[src/rtl/alu_sequencer.sv]
// Request/response sequencer for an 8-bit accumulator ALU: latches an operation,
// drives the ALU control lines for one cycle, and returns the result with flags.
module alu_sequencer #(
    parameter int DEC_EN = 1
) (
    input  logic       clk,
    input  logic       rst,
    input  logic       req_valid,
    output logic       req_ready,
    input  logic [2:0] req_op,
    input  logic [7:0] req_a,
    input  logic [7:0] req_m,
    input  logic       req_c,
    input  logic       req_v,
    input  logic       req_d,
    output logic [7:0] sb_out,
    output logic [7:0] db_out,
    output logic       ldb_inv_db,
    output logic       ldb_db,
    output logic       ldb_adl,
    output logic       lda_sb,
    output logic       lda_zero,
    output logic       enable_dec,
    output logic       carry_in,
    output logic       e_sum,
    output logic       e_and,
    output logic       e_eor,
    output logic       e_or,
    output logic       e_shiftr,
    input  logic [7:0] alu_out,
    input  logic       alu_carry,
    input  logic       alu_overflow,
    output logic       rsp_valid,
    input  logic       rsp_ready,
    output logic [7:0] rsp_result,
    output logic       rsp_n,
    output logic       rsp_z,
    output logic       rsp_c,
    output logic       rsp_v,
    output logic       rsp_wr
);

    typedef enum logic [1:0] {
        IDLE = 2'b00,
        EXEC = 2'b01,
        DONE = 2'b10
    } state_t;

    localparam logic [2:0] OP_ADC = 3'd0;
    localparam logic [2:0] OP_SBC = 3'd1;
    localparam logic [2:0] OP_AND = 3'd2;
    localparam logic [2:0] OP_EOR = 3'd3;
    localparam logic [2:0] OP_ORA = 3'd4;
    localparam logic [2:0] OP_LSR = 3'd5;
    localparam logic [2:0] OP_ROR = 3'd6;
    localparam logic [2:0] OP_CMP = 3'd7;

    state_t     state_r;
    state_t     state_next_s;
    logic       accept_s;
    logic       capture_s;

    logic [2:0] op_r;
    logic       c_r;
    logic       v_r;
    // Control bus layout: {inv_db, db, sb, dec, cin, sum, and, eor, or, shiftr}
    logic [9:0] ctrl_r;
    logic [7:0] sb_r;
    logic [7:0] db_r;

    logic [7:0] result_r;
    logic       n_r;
    logic       z_r;
    logic       cf_r;
    logic       vf_r;
    logic       wr_r;

    function automatic logic [9:0] decode_ctrl(input logic [2:0] op,
                                               input logic       c,
                                               input logic       d);
        logic dec_s;
        dec_s = d && (DEC_EN != 0);
        case (op)
            OP_ADC:  decode_ctrl = {1'b0, 1'b1, 1'b1, dec_s, c,    1'b1, 1'b0, 1'b0, 1'b0, 1'b0};
            OP_SBC:  decode_ctrl = {1'b1, 1'b0, 1'b1, dec_s, c,    1'b1, 1'b0, 1'b0, 1'b0, 1'b0};
            OP_AND:  decode_ctrl = {1'b0, 1'b1, 1'b1, 1'b0,  1'b0, 1'b0, 1'b1, 1'b0, 1'b0, 1'b0};
            OP_EOR:  decode_ctrl = {1'b0, 1'b1, 1'b1, 1'b0,  1'b0, 1'b0, 1'b0, 1'b1, 1'b0, 1'b0};
            OP_ORA:  decode_ctrl = {1'b0, 1'b1, 1'b1, 1'b0,  1'b0, 1'b0, 1'b0, 1'b0, 1'b1, 1'b0};
            OP_LSR:  decode_ctrl = {1'b0, 1'b0, 1'b1, 1'b0,  1'b0, 1'b0, 1'b0, 1'b0, 1'b0, 1'b1};
            OP_ROR:  decode_ctrl = {1'b0, 1'b0, 1'b1, 1'b0,  c,    1'b0, 1'b0, 1'b0, 1'b0, 1'b1};
            OP_CMP:  decode_ctrl = {1'b1, 1'b0, 1'b1, 1'b0,  1'b1, 1'b1, 1'b0, 1'b0, 1'b0, 1'b0};
            default: decode_ctrl = 10'b0;
        endcase
    endfunction

    // FSM state register
    always_ff @(posedge clk) begin
        if (rst) begin
            state_r <= IDLE;
        end else begin
            state_r <= state_next_s;
        end
    end

    // Next-state logic plus the accept/capture strobes for the datapath
    always_comb begin
        state_next_s = state_r;
        accept_s     = 1'b0;
        capture_s    = 1'b0;
        case (state_r)
            IDLE: begin
                if (req_valid) begin
                    state_next_s = EXEC;
                    accept_s     = 1'b1;
                end else begin
                    state_next_s = IDLE;
                end
            end
            EXEC: begin
                state_next_s = DONE;
                capture_s    = 1'b1;
            end
            DONE: begin
                if (rsp_ready) begin
                    state_next_s = IDLE;
                end else begin
                    state_next_s = DONE;
                end
            end
            default: state_next_s = IDLE;
        endcase
    end

    // Request latch, registered ALU controls and result capture
    always_ff @(posedge clk) begin
        if (rst) begin
            op_r     <= 3'd0;
            c_r      <= 1'b0;
            v_r      <= 1'b0;
            ctrl_r   <= 10'd0;
            sb_r     <= 8'd0;
            db_r     <= 8'd0;
            result_r <= 8'd0;
            n_r      <= 1'b0;
            z_r      <= 1'b0;
            cf_r     <= 1'b0;
            vf_r     <= 1'b0;
            wr_r     <= 1'b0;
        end else if (accept_s) begin
            op_r   <= req_op;
            c_r    <= req_c;
            v_r    <= req_v;
            ctrl_r <= decode_ctrl(req_op, req_c, req_d);
            sb_r   <= req_a;
            db_r   <= req_m;
        end else if (capture_s) begin
            // Controls drop as EXEC ends so they are only ever high during EXEC
            ctrl_r   <= 10'd0;
            sb_r     <= 8'd0;
            db_r     <= 8'd0;
            result_r <= alu_out;
            n_r      <= alu_out[7];
            z_r      <= (alu_out == 8'd0);
            cf_r     <= ((op_r == OP_AND) || (op_r == OP_EOR) || (op_r == OP_ORA)) ? c_r : alu_carry;
            vf_r     <= ((op_r == OP_ADC) || (op_r == OP_SBC)) ? alu_overflow : v_r;
            wr_r     <= (op_r != OP_CMP);
        end else begin
            ctrl_r <= ctrl_r;
        end
    end

    assign req_ready  = (state_r == IDLE);
    assign rsp_valid  = (state_r == DONE);

    assign ldb_inv_db = ctrl_r[9];
    assign ldb_db     = ctrl_r[8];
    assign lda_sb     = ctrl_r[7];
    assign enable_dec = ctrl_r[6];
    assign carry_in   = ctrl_r[5];
    assign e_sum      = ctrl_r[4];
    assign e_and      = ctrl_r[3];
    assign e_eor      = ctrl_r[2];
    assign e_or       = ctrl_r[1];
    assign e_shiftr   = ctrl_r[0];
    assign ldb_adl    = 1'b0;
    assign lda_zero   = 1'b0;
    assign sb_out     = sb_r;
    assign db_out     = db_r;

    assign rsp_result = result_r;
    assign rsp_n      = n_r;
    assign rsp_z      = z_r;
    assign rsp_c      = cf_r;
    assign rsp_v      = vf_r;
    assign rsp_wr     = wr_r;

endmodule

[config.mk]
export PLATFORM = sky130hd
export DESIGN_NAME = alu_sequencer
export DESIGN_NICKNAME = d
export VERILOG_FILES = /design/src/rtl/alu_sequencer.sv
export SDC_FILE = /design/constraint.sdc
export NUM_CORES = 1
export LEC_CHECK = 0
export ABC_AREA = 1
export CAP_MARGIN = 40
export CORE_ASPECT_RATIO = 1.5
export CORE_MARGIN = 5
export CORE_UTILIZATION = 40
export CTS_BUF_LIST = sky130_fd_sc_hd__clkbuf_8
export DETAILED_ROUTE_END_ITERATION = 6
export DONT_BUFFER_PORTS = 1
export PLACE_DENSITY = 0.52
export SYNTH_ARGS = -nofsm -noshare
export SYNTH_HDL_FRONTEND = slang
export SYNTH_SLANG_ARGS = --single-unit
export TNS_END_PERCENT = 50
[constraint.sdc]
create_clock -name clk -period 1.9 [get_ports clk]
set_input_delay 0.285 -clock clk [delete_from_list [all_inputs] [get_ports clk]]
set_output_delay 0.285 -clock clk [all_outputs]
set_load 0.02 [all_outputs]
=== After elaboration in Yosys (flattened, before gate mapping) ===
Index checks and enable logic that the tools add are counted.

* Register bits after elaboration: 46
* Input port bits: 36
* Output and inout bits: 43
* Word-level logic and storage cells: 51

* Equal/unequal tests: 14
* Mux-type cells: 14
* Bitwise gates (word level): 1
* Reduce and logical (&&, ||, !) cells: 9

{| class="wikitable"
|+ Operators with widths
! operator !! number
|-
| $pmux W10 S8 || 1
|-
| $mux W8 || 3
|-
| $mux W10 || 2
|-
| $eq A3 B3 Y1 const B || 5
|-
| $eq A3 B2 Y1 const B || 4
|-
| $logic_not A8 Y1 || 1
|-
| $eq A3 B1 Y1 const B || 2
|-
| $logic_not A3 Y1 || 2
|-
| $mux W1 || 6
|-
| $pmux W2 S3 || 1
|-
| $logic_or A1 B1 Y1 || 3
|-
| $ne A3 B3 Y1 const B || 1
|-
| $eq A2 B1 Y1 const B || 1
|-
| $eq A2 B2 Y1 const B || 1
|-
| $logic_not A2 Y1 || 1
|-
| $mux W2 || 1
|-
| $reduce_and A2 Y1 || 1
|-
| $reduce_bool A2 Y1 || 1
|-
| $not A1 Y1 || 1
|}

=== Longest topological paths before layout ===
* Word-level depth: 4
* Depth in mapped cells: 8
* Mapped depth without buffers: 7

=== Least setup slack after synthesis ===
Ideal clock, no wire load.

* Path type: reg-to-reg
* Start point: register state_r[1]
* End point: register db_r[6], in the netlist db_out[6]
* Library setup time: 0.114 ns
* Data arrival time: 1.045 ns
* Required time: 1.786 ns
* Slack: 0.741 ns
* Cell stages (with the launch flop): 8
* Buffers on the path: 1
* Cells stage by stage: dfxtp_1 -> nor2_4 -> nand2_4 -> inv_6 -> nor2_8 -> buf_4 -> nand3_1 -> nand2_1

* Word-level cells in the longest chain between the ends: 3
* Elaborated cells between the ends (all ways): 6

{| class="wikitable"
|+ RTL lines
! item !! line !! RTL
|-
| start: declaration || 58 || <nowiki>state_t state_r;</nowiki>
|-
| start signal: assignment || 101 || <nowiki>state_r <= state_next_s;</nowiki>
|-
| $logic_not A2 Y1 (*) || -- ||
|-
| via req_ready || 9 || <nowiki>output logic req_ready,</nowiki>
|-
| $mux W1 (*) || 110 || <nowiki>case (state_r)</nowiki>
|-
| $mux W8 / $reduce_bool A2 Y1 (equally long branches) || -- ||
|-
| end signal: assignment || 155 || <nowiki>db_r <= req_m;</nowiki>
|-
| end: declaration || 69 || <nowiki>logic [7:0] db_r;</nowiki>
|}

The timed path passes the listed nets; every way through them passes the cells marked *.
A chain may end at the register's enable or synchronous reset.

=== Final worst setup path ===
* Start point: register state_r[1]
* End point: register ctrl_r[5]

* Word-level cells in the longest chain between the ends: 3
* Elaborated cells between the ends (all ways): 6

{| class="wikitable"
|+ RTL lines
! item !! line !! RTL
|-
| $eq A2 B1 Y1 / $logic_not A2 Y1 (equally long branches) || 110 ||
|-
| $mux W1 || 110 ||
|-
| $reduce_bool A2 Y1 (no source line) / $mux W10 (equally long branches) || -- ||
|-
| end signal: assignment || 153 || <nowiki>ctrl_r <= decode_ctrl(req_op, req_c, req_d);</nowiki>
|-
| end signal: assignment || 168 || <nowiki>ctrl_r <= ctrl_r;</nowiki>
|-
| end: declaration || 67 || <nowiki>logic [9:0] ctrl_r;</nowiki>
|}

Parallel ways exist; a longest one is shown, timed or not.

==> results by stage <==
Run status:
- The run finished with clean final reports.

Hold path:
- Along the worst hold path, the cell count comes to 1.
- The worst min-delay path category is in2reg.

Route:
- The number of DRC violations after detailed-routing iteration 0 is 62.
- In this run the remaining antenna-violating nets after routing total 0.
- The first-pass detailed-route iteration total is 4.
- After detailed routing, the average wire length per cell comes to 15.1 um.
- The final route contains 1401 vias.
- The total detailed-routing wirelength is 4.10 mm.
- In the routed design, unresolved DRC markers number 0.
- The detail-routed via count per cell is 5.17.

STA:
- The final critical path takes up 76.8% of the cycle.
- The count of endpoints failing setup in the final report is 0.
- Clock skew on the completed layout was measured at 0.00514 ns.
- The hold violation total from the final report is 0.
- The worst path needs 1.46 ns of the cycle, external delays included.
- Setup repair after global routing left no endpoint under its margin.
- The top achievable clock speed is 686 MHz.
- Adding up every negative setup slack in the final design gives 0 ns.
- The final worst setup slack is 0.441 ns.
- The final count of pins violating max slew is 0.

Global routing:
- The number of global-route vias before repair is 1446.
- The first-pass GRT wire length is 6.82 mm.
- The global routing usage on met1 is 12.8%.
- The met3 track demand over resource is 8.02%.
- The number of antenna violations at the first check in global routing was 0.
- Entering global routing, the biggest net connects 26 pins.
- After global routing, the most crowded layer is met2.
- Global routing consumed, on the met2 layer, 26.7% of the routing resources.
- The total track usage is 14.8%.
- After global routing the overflow that remains totals 0.

Power and ir drop:
- The leakage component of the power is 0.818 nW.
- The power per cell area is 1080 mW/mm^2.
- The worst vdd rail ir drop is 0.675 mV.

Final layout:
- The fill cell instance count of the final layout is 450.
- The library cell used most frequently in the layout, excluding fill and tap cells, is sky130_fd_sc_hd__nand2_1.
- The net count of the finished layout is 260.
- From synthesis to final layout, the design area changed by 6.44%.
- The flip-flop and latch area is 901 sq um.
- The count of antenna diodes in the layout is 0.
- In the layout the commonest cells are sky130_fd_sc_hd__nand2_1 (55), sky130_fd_sc_hd__dfxtp_1 (45), sky130_fd_sc_hd__nor2_1 (31).
- The fraction of final layout cells sized beyond drive strength 1 is 8.00%.
- The combined area of the multi-input logic cells is 713 sq um.

Clock network:
- TritonCTS built the clock tree.
- The number of post-CTS setup repair buffers is 0.
- The total clock buffers created by CTS is 5.
- Clock latency on the worst-skew pair, taken at its later pin, is 0.30 ns.
- The quantity of gates resized following cts is 0.
- Clock tree synthesis selected as its root buffer the cell sky130_fd_sc_hd__clkbuf_8.
- The clock drives 45 sinks.
- The clock slew seen by the registers of the worst setup and hold paths is 0.09 ns.
- The clock passes through at most 2 buffers.
- The level count of the clock H-tree is 2.
- The quantity of hold-fixing buffers added after cts is 0.

Floorplan:
- During I/O placement, the number of pins put on the boundary was 79.
- The placeable core region is 0.00425 sq mm.
- For this configuration, the core starts out at a cell density of 41.2%.
- The number of rows created at floorplan is 29.
- The die is 64.0 um wide.
- The die covers 0.00582 sq mm.
- The height of the die is 91.0 um.

Place:
- The placer congestion estimate is 0.775.
- The count of buffers added on input and output ports is 0.
- Detailed placement ended at an HPWL of 3.24 mm.
- Before CTS, the worst setup slack after placement is 0.438 ns.

Synth:
- In this run, synthesis produced a sequential element count of 45.
- The yosys synthesis warning count is 0.
- Synthesis handed over a netlist of 226 instances.
- Yosys attributes the largest share of cell area to sky130_fd_sc_hd__dfxtp_1 (52%), sky130_fd_sc_hd__nand2_1 (12%), sky130_fd_sc_hd__nand3_1 (8.3%), sky130_fd_sc_hd__nor2_1 (6.7%), sky130_fd_sc_hd__a21oi_1 (4.0%).
- The portion of synthesized cell area occupied by the leading cell type is 51.5%.
- The synthesized netlist occupies a cell area of 0.00175 sq mm.
- The average instance in the mapped netlist occupies 7.74 sq um.
- The cell type contributing the most total cell area after synthesis is sky130_fd_sc_hd__dfxtp_1.
- The count of distinct cell types in the synthesized netlist is 23.
- The sequential cell area fraction in the yosys report is 51.5%.

Worst setup path:
- The critical path launch point type is a register.
- The sort of element at the end of the critical path is a register.
- The critical path in this run is classified as reg2reg.
- The data required time of the worst path is 2.13 ns.
- The endpoint arrival time on the critical path is 1.69 ns.
- Of all nets on the critical path, the largest fanout is 25.
- The number of cell instances on the worst register-to-register path is 6.

Job:
- The number of violations of the max-capacitance limit is 0.
-- layer usage --
metal	vias to the layer above	routed length [um]
met5	-	0
met4	0	122
met2	56	2180
met1	612	1340
met3	10	462
li1	723	-
-- critical path, stage by stage, from the launching register on --
cell                      delay, ns
sky130_fd_sc_hd__dfxtp_1       0.38
sky130_fd_sc_hd__inv_1         0.08
sky130_fd_sc_hd__nand2_2       0.19
sky130_fd_sc_hd__inv_2         0.18
sky130_fd_sc_hd__nor2_8        0.32
sky130_fd_sc_hd__nand2_1       0.09
sky130_fd_sc_hd__a21oi_1       0.14
-- path summary, 6_finish.rpt --
check	slack [ns]	from	endpoint
worst max-delay path	0.44	state_r[1]	ctrl_r[5]
worst min-delay path	0.04	rst	ctrl_r[2]
worst max register to register	0.44	state_r[1]	ctrl_r[5]
worst min register to register	0.47	c_r	c_r
-- where the power goes --
part	internal, mW	total, mW	switching (mW)
Combinational	0.0568	0.180	0.123
Sequential	1.00	1.11	0.103
Clock	0.394	0.723	0.330
-- per-stage QoR --
step | util (%) | std cells | cell area, sq um | power (mW) | hold slack (ns)
floorplan | - | 227 | 1750 | 1.29 | 0.364
detailed placement | 41.1 | 263 | 1750 | 1.32 | 0.358
CTS | 43.9 | 271 | 1860 | 2.05 | 0.0255
global route | 43.9 | 271 | 1860 | 2.11 | 0.0225
global placement | 41.1 | 263 | 1750 | 1.31 | 0.356
finish | 43.9 | 271 | 1860 | 2.01 | 0.0430
-- synthesized netlist by cell type, drive strengths merged --
library cell / n
nand2: 58
nor3: 2
clkbuf: 3
nand4: 2
inv: 14
dfxtp: 45
buf: 9
nor2: 33
o211ai: 2
a21oi: 14
conb: 1
nand3: 29
o21ai: 14
-- registers in the layout, summed over array words and instances, names as in the netlist --
name,flops
db_out,8
sb_out,8
rsp_z,1
op_r,3
ctrl_r,10
rsp_v,1
v_r,1
state_r,2
rsp_c,1
c_r,1
rsp_result,8
rsp_wr,1
-- cell families after synthesis --
family	Yosys count	share of synthesized area, %
other	1	0.214
and+or+nand+nor	124	31.5
DFF	45	51.5
AOI/OAI and AO/OA	30	8.87
buffers and inverters	26	7.94
-- cell type report --
type                       count  share of cell area [%]
clock buffer                   5                    3.70
multi-input combinational    156                    38.3
inverter                      14                    3.23
sequential                    45                    48.4
timing repair buffer           2                   0.806
clock inverter                 3                    2.49
tap                           46                    3.09
(Power assumes the default switching activity.)
